==> src/rtl/im_loader_if.sv <==
// Byte-stream input and instruction-memory write bus for im_loader.
//   byte_in/byte_valid/byte_ready : incoming program bytes (valid/ready)
//   im_we/im_addr/im_wdata        : single-cycle word write strobe to IM
// slave  : loader side (consumes bytes, drives the IM write bus)
// master : source/observer side (testbench, host)
interface im_loader_if;
  logic [7:0]  byte_in;
  logic        byte_valid;
  logic        byte_ready;
  logic        im_we;
  logic [31:0] im_addr;
  logic [31:0] im_wdata;

  modport slave (
    input  byte_in, byte_valid,
    output byte_ready, im_we, im_addr, im_wdata
  );

  modport master (
    output byte_in, byte_valid,
    input  byte_ready, im_we, im_addr, im_wdata
  );
endinterface

==> src/rtl/im_loader.sv <==
// im_loader: receives a big-endian byte stream and writes it as 32-bit words
// into instruction memory starting at BASE_ADDR.
// Ports:
//   clk      : clock, rising edge
//   reset    : asynchronous active-low reset
//   start    : one-cycle load request (ignored while busy)
//   word_cnt : words to load, clamped to DEPTH, sampled on start
//   bus      : im_loader_if.slave (byte stream in, IM write bus out)
//   busy     : load in progress
//   done     : one-cycle completion pulse
//   err      : checksum mismatch (only with IM_LOADER_CHECKSUM_EN)
// Optional feature: define IM_LOADER_CHECKSUM_EN to append a 4-byte XOR
// checksum trailer after the data words.
module im_loader #(
  parameter logic [31:0] BASE_ADDR = 32'h00003000,
  parameter int unsigned DEPTH     = 4096
) (
  input  logic        clk,
  input  logic        reset,
  input  logic        start,
  input  logic [12:0] word_cnt,
  im_loader_if.slave  bus,
  output logic        busy,
  output logic        done,
  output logic        err
);

  localparam int unsigned IW = $clog2(DEPTH) + 1;

`ifdef IM_LOADER_CHECKSUM_EN
  typedef enum logic [2:0] {IDLE, RECV, WRITE, CHK, DONE} state_e;
  localparam state_e POST = CHK;
`else
  typedef enum logic [1:0] {IDLE, RECV, WRITE, DONE} state_e;
  localparam state_e POST = DONE;
`endif

  state_e          state_q, state_d;
  logic [IW-1:0]   idx_q, idx_d;
  logic [IW-1:0]   cnt_q, cnt_d;
  logic [1:0]      bcnt_q, bcnt_d;
  logic [31:0]     word_q, word_d;
  logic            byte_ready_q, byte_ready_d;
  logic            im_we_q, im_we_d;
  logic [31:0]     im_addr_q, im_addr_d;
  logic [31:0]     im_wdata_q, im_wdata_d;
  logic            busy_q, busy_d;
  logic            done_q, done_d;
`ifdef IM_LOADER_CHECKSUM_EN
  logic [31:0]     csum_q, csum_d;
  logic            err_q, err_d;
`endif

  logic            accept;
  logic [31:0]     word_next;
  logic [IW-1:0]   idx_inc;

  assign accept    = bus.byte_valid && byte_ready_q;
  assign word_next = {word_q[23:0], bus.byte_in};
  assign idx_inc   = idx_q + 1'b1;

  always_comb begin
    state_d = state_q;
    idx_d   = idx_q;
    cnt_d   = cnt_q;
    bcnt_d  = bcnt_q;
    word_d  = word_q;
`ifdef IM_LOADER_CHECKSUM_EN
    csum_d  = csum_q;
    err_d   = err_q;
`endif
    case (state_q)
      IDLE: begin
        if (start) begin
          cnt_d  = (32'(word_cnt) > DEPTH) ? IW'(DEPTH) : IW'(word_cnt);
          idx_d  = '0;
          bcnt_d = '0;
          word_d = '0;
`ifdef IM_LOADER_CHECKSUM_EN
          csum_d = '0;
          err_d  = 1'b0;
`endif
          state_d = (word_cnt == '0) ? POST : RECV;
        end
      end
      RECV: begin
        if (accept) begin
          word_d = word_next;
          bcnt_d = bcnt_q + 2'd1;
          if (bcnt_q == 2'd3) state_d = WRITE;
        end
      end
      WRITE: begin
        idx_d = idx_inc;
`ifdef IM_LOADER_CHECKSUM_EN
        csum_d = csum_q ^ word_q;
`endif
        state_d = (idx_inc == cnt_q) ? POST : RECV;
      end
`ifdef IM_LOADER_CHECKSUM_EN
      CHK: begin
        if (accept) begin
          word_d = word_next;
          bcnt_d = bcnt_q + 2'd1;
          if (bcnt_q == 2'd3) begin
            err_d   = (word_next != csum_q);
            state_d = DONE;
          end
        end
      end
`endif
      DONE:    state_d = IDLE;
      default: state_d = IDLE;
    endcase

    // Outputs are registered: decode them from the next state so they line
    // up with the state they belong to.
    byte_ready_d = (state_d == RECV);
    busy_d       = (state_d == RECV) || (state_d == WRITE);
`ifdef IM_LOADER_CHECKSUM_EN
    if (state_d == CHK) begin
      byte_ready_d = 1'b1;
      busy_d       = 1'b1;
    end
`endif
    done_d     = (state_d == DONE);
    im_we_d    = (state_d == WRITE);
    im_addr_d  = im_we_d ? (BASE_ADDR + (32'(idx_d) << 2)) : '0;
    im_wdata_d = im_we_d ? word_d : '0;
  end

  always_ff @(posedge clk or negedge reset) begin
    if (!reset) begin
      state_q      <= IDLE;
      idx_q        <= '0;
      cnt_q        <= '0;
      bcnt_q       <= '0;
      word_q       <= '0;
      byte_ready_q <= 1'b0;
      im_we_q      <= 1'b0;
      im_addr_q    <= '0;
      im_wdata_q   <= '0;
      busy_q       <= 1'b0;
      done_q       <= 1'b0;
`ifdef IM_LOADER_CHECKSUM_EN
      csum_q       <= '0;
      err_q        <= 1'b0;
`endif
    end else begin
      state_q      <= state_d;
      idx_q        <= idx_d;
      cnt_q        <= cnt_d;
      bcnt_q       <= bcnt_d;
      word_q       <= word_d;
      byte_ready_q <= byte_ready_d;
      im_we_q      <= im_we_d;
      im_addr_q    <= im_addr_d;
      im_wdata_q   <= im_wdata_d;
      busy_q       <= busy_d;
      done_q       <= done_d;
`ifdef IM_LOADER_CHECKSUM_EN
      csum_q       <= csum_d;
      err_q        <= err_d;
`endif
    end
  end

  assign bus.byte_ready = byte_ready_q;
  assign bus.im_we      = im_we_q;
  assign bus.im_addr    = im_addr_q;
  assign bus.im_wdata   = im_wdata_q;
  assign busy           = busy_q;
  assign done           = done_q;
`ifdef IM_LOADER_CHECKSUM_EN
  assign err            = err_q;
`else
  assign err            = 1'b0;
`endif

endmodule

==> src/flat_wrapper.sv <==
// flat-port wrapper written by rule: the top's interface ports become plain ports
module im_loader_flat 
#(
  parameter logic [31:0] BASE_ADDR = 32'h00003000,
  parameter int unsigned DEPTH     = 4096
)
  (clk, reset, start, word_cnt, busy, done, err, bus_byte_in, bus_byte_valid, bus_byte_ready, bus_im_we, bus_im_addr, bus_im_wdata);
  im_loader_if bus_i ();
  input  logic clk;
  input  logic reset;
  input  logic start;
  input  logic [12:0] word_cnt;
  output logic busy;
  output logic done;
  output logic err;
  input wire logic [$bits(bus_i.byte_in)-1:0] bus_byte_in;
  input wire logic [$bits(bus_i.byte_valid)-1:0] bus_byte_valid;
  output wire logic [$bits(bus_i.byte_ready)-1:0] bus_byte_ready;
  output wire logic [$bits(bus_i.im_we)-1:0] bus_im_we;
  output wire logic [$bits(bus_i.im_addr)-1:0] bus_im_addr;
  output wire logic [$bits(bus_i.im_wdata)-1:0] bus_im_wdata;
  assign bus_i.byte_in = bus_byte_in;
  assign bus_i.byte_valid = bus_byte_valid;
  assign bus_byte_ready = bus_i.byte_ready;
  assign bus_im_we = bus_i.im_we;
  assign bus_im_addr = bus_i.im_addr;
  assign bus_im_wdata = bus_i.im_wdata;
  im_loader #(.BASE_ADDR(BASE_ADDR), .DEPTH(DEPTH)) u_core (.clk(clk), .reset(reset), .start(start), .word_cnt(word_cnt), .bus(bus_i), .busy(busy), .done(done), .err(err));
endmodule
==> config.mk <==
export PLATFORM = sky130hd
export DESIGN_NAME = im_loader_flat
export DESIGN_NICKNAME = d
export VERILOG_FILES = /design/src/rtl/im_loader_if.sv /design/src/rtl/im_loader.sv /design/src/flat_wrapper.sv
export SDC_FILE = /design/constraint.sdc
export NUM_CORES = 1
export LEC_CHECK = 0
export ABC_AREA = 1
export CAP_MARGIN = 20
export CORE_MARGIN = 2
export CORE_UTILIZATION = 56
export DETAILED_ROUTE_END_ITERATION = 10
export PLACE_DENSITY = 0.85
export SLEW_MARGIN = 20
export SYNTH_ARGS = -nofsm -noshare
export SYNTH_HDL_FRONTEND = slang
export SYNTH_SLANG_ARGS = --single-unit
==> constraint.sdc <==
create_clock -name clk -period 6.8 [get_ports clk]
set_clock_uncertainty 0.2 [all_clocks]
set_input_delay 1.02 -clock clk [delete_from_list [all_inputs] [get_ports clk]]
set_output_delay 1.02 -clock clk [all_outputs]
set_load 0.01 [all_outputs]
==> metrics.csv <==
stage,metric,value,unit
layout,regArea,2800,sq um
power,power_frac_seq,0.471,
clock_tree,cts_sinks,112,
synth,synth-seq-cells,112,
clock_tree,cts_resized,0,
place,gp_congestion,0.935,
drt,ant_nets,0,
grt,grt_pass1_vias,4082,
setup_path,critPathTopFamily,simple AND/OR/NAND/NOR gates,
power,powerDensity,304,nW/um^2
clock_tree,cts.htree.levels,3,
grt,grt_usage,0.248,
layout,flow.area_growth_from_synthesis,18.8,%
setup_path,path_class,input pin to register,
setup_path,rrSetupSlack,3540,ps
synth,netlist_area,5100,sq um
power,pwr-share-comb,0.318,
layout,stdcell_area,6060,sq um
flow_run,maxCapViolations,0,
grt,overflow,0,
setup_path,path_cells,clkdlybuf4s50_1 > inv_1 > nor2_2 > inv_1 > nor2_1 > nand3_1 > nand3_1 > ha_1 > clkinv_1 > buf_4 > a21oi_1,
setup_path,cp.buffers_inverters,5,
power,p_int,0.00115,W
synth,synthCells,572,
floorplan,io_pins,94,
setup_path,critPathSlowestCell,nor2_2,
drt,via_per_inst,5.22,
setup_path,cp-start-kind,input pin,
layout,fin_nets,678,
clock_tree,post-cts-setup-buffers,0,
clock_tree,numCtsBuffers,9,
timing,slew_headroom,0.347,
power,p_sw_frac,0.375,
drt,wl,11400,um
synth,synth-edff-count,0,
floorplan,die-area,9890,sq um
drt,vias,3963,
floorplan,core,8760,sq um
synth,synth_area_leaders,"dfrtp_1 (55%), nand2_1 (8.4%), inv_1 (6.6%), o22ai_2 (4.9%), nand3_1 (4.5%)",
floorplan,rows,34,
synth,ys_warn_count,0,
clock_tree,clkTransAtPathRegs,110,ps
timing,fin_crit,3770,ps
setup_path,worstPathArrival,3860,ps
worst_hold_path,min_path_type,register to register,
floorplan,start_util,0.582,
timing,setup_viol,0,
synth,yosysSeqAreaShare,0.549,
layout,multi_input_area,1760,sq um
power,power,0.00184,W
clock_tree,cts_tree,done,
synth,yosysTopAreaCellShare,0.549,
timing,finalCritPeriodShare,0.554,
grt,grt_pass1_wl,19200,um
synth,syn_area_per_cell,8.92,sq um
grt,antenna_found_initial,0,
clock_tree,insertion_delay,380,ps
place,postPlaceCellArea,5870,sq um
drt,dr.pass1.iters,5,
layout,fillers,692,
synth,synthFlopType,dfrtp_1,
power,ir_drop,0.209,mV
layout,stdcell_count,759,
setup_path,crit_required,6890,ps
synth,yosys.area.top_type,dfrtp_1,
clock_tree,cts_buffer_depth,2,
timing,tightestPinTransition,979,ps
synth,synth_cell_types,34,
layout,n_antenna_cell,0,
timing,drv_slew,0,
setup_path,cp-end-kind,register,
place,dp_hpwl,8130,um
drt,routedWlPerCell,15.1,um
timing,tns,0,ps
power,p_leak,2.91,nW
floorplan,die-width,99.5,um
timing,fmax,266,MHz
clock_tree,postCtsHoldBufs,0,
power,clkPwrFrac,0.211,
place,place_inst,743,
power,p_sw,0.000691,W
grt,grt_max_degree,64,
setup_path,critPathMaxStageDelay,760,ps
outcome,status,"finished, final reports clean",
place,io_buffers,74,
timing,hold_viol,0,
timing,rsz0062_at_grt,false,
floorplan,fp.dieH,99.5,um
setup_path,path_max_fanout,44,
synth,async_flop_share,1.00,
clock_tree,cts_root_buffer,clkbuf_8,
drt,drt_iter0_drc,224,
drt,drc_errors,0,
layout,drive_above_1_share,0.111,
-- power groups by stage --
stage          Clock, W  Sequential (W)  Combinational [W]
2_1_floorplan         0        0.000863           0.000445
3_3_place_gp          0        0.000872           0.000556
3_5_place_dp          0        0.000879           0.000578
4_1_cts        0.000397        0.000866           0.000584
5_1_grt        0.000422        0.000882           0.000660
6_report       0.000388        0.000868           0.000585
-- flip-flops by register name, indices dropped and copies added, names as in the netlist --
name and cells:
u_core.bcnt_q 2, u_core.bus.byte_ready 1, u_core.bus.im_addr 14, u_core.bus.im_wdata 32, u_core.bus.im_we 1, u_core.busy 1
u_core.cnt_q 13, u_core.done 1, u_core.idx_q 13, u_core.state_q 2, u_core.word_q 32
-- synthesized netlist by cell type, types with 5 or more instances --
cell type / number
a21oi_1: 20
buf_4: 21
clkbuf_1: 7
dfrtp_1: 112
ha_1: 7
inv_1: 90
inv_2: 15
nand2_1: 114
nand2_2: 5
nand3_1: 46
nand4_1: 7
nor2_1: 55
o21ai_0: 11
o22ai_1: 8
o22ai_2: 20
-- layout by cell type (no fill, tap or decap), types with 3 or more instances in the layout --
cell / Yosys / final
clkbuf_8: 0 / 9
inv_1: 90 / 90
ha_1: 7 / 7
inv_2: 15 / 15
o22ai_2: 20 / 20
nor2_2: 4 / 4
o21ai_0: 11 / 11
dfrtp_1: 112 / 112
o22ai_1: 8 / 8
nand3b_1: 3 / 3
a21oi_1: 20 / 20
nand2_1: 114 / 114
nand4_1: 7 / 7
buf_4: 21 / 5
clkdlybuf4s50_1: 0 / 73
nand2_2: 5 / 5
nand3_1: 46 / 46
nor2_4: 3 / 3
conb_1: 1 / 19
o21ai_1: 4 / 4
nor2_1: 55 / 55
-- path summary, 6_finish.rpt --
check / startpoint / end / depth (start not counted)
setup / recovery: start / u_core.bus.im_addr[9]$_DFF_PN0_ / 11
hold / removal: u_core.bcnt_q[1]$_DFFE_PN0P_ / u_core.bcnt_q[1]$_DFFE_PN0P_ / 2
max in group asynchronous: reset / u_core.bus.im_wdata[11]$_DFF_PN0_ / 2
min in group asynchronous: reset / u_core.cnt_q[0]$_DFFE_PN0P_ / 1
hold reg to reg: u_core.bcnt_q[1]$_DFFE_PN0P_ / u_core.bcnt_q[1]$_DFFE_PN0P_ / 2
setup reg to reg: u_core.state_q[0]$_DFF_PN0_ / u_core.bus.im_addr[9]$_DFF_PN0_ / 11
-- worst register-to-register path: stages (launching register included) --
cell	delay, ps
dfrtp_1	450
nor2_1	120
clkinv_1	100
nor2_2	750
inv_1	200
nor2_1	220
nand3_1	110
nand3_1	220
ha_1	230
clkinv_1	70
buf_4	280
a21oi_1	230
-- area by class of cell --
class,count,share of cell area
inverters,107,0.0663
repair buffers,78,0.127
flip-flops and latches,112,0.462
well taps,108,0.0223
clock buffers,9,0.0204
clock inverters,7,0.0116
multi-input cells,338,0.290
-- layer usage --
layer,GRT usage,routed length [um],up-vias
met3,0.0520,601,22
met1,0.312,4860,1929
li1,-,-,1895
met5,0,0,-
met4,0.0854,226,0
met2,0.427,5750,117
-- cell families after synthesis --
group,Yosys count,share of synthesized area
compound gates,66,0.0978
fa+ha+maj,7,0.0172
flops,112,0.549
other cells,1,0.000735
buf+inv,140,0.119
simple gates,245,0.214
xor+xnor,1,0.00172
-- stage by stage --
stage	util	hold WS (ps)	setup WS [ps]
2_1_floorplan	-	246	4020
3_3_place_gp	0.669	260	2900
3_5_place_dp	0.669	283	2680
4_1_cts	0.692	309	3060
5_1_grt	0.692	339	2770
6_report	0.692	308	3030
Power figures use the tool's default switching activity.
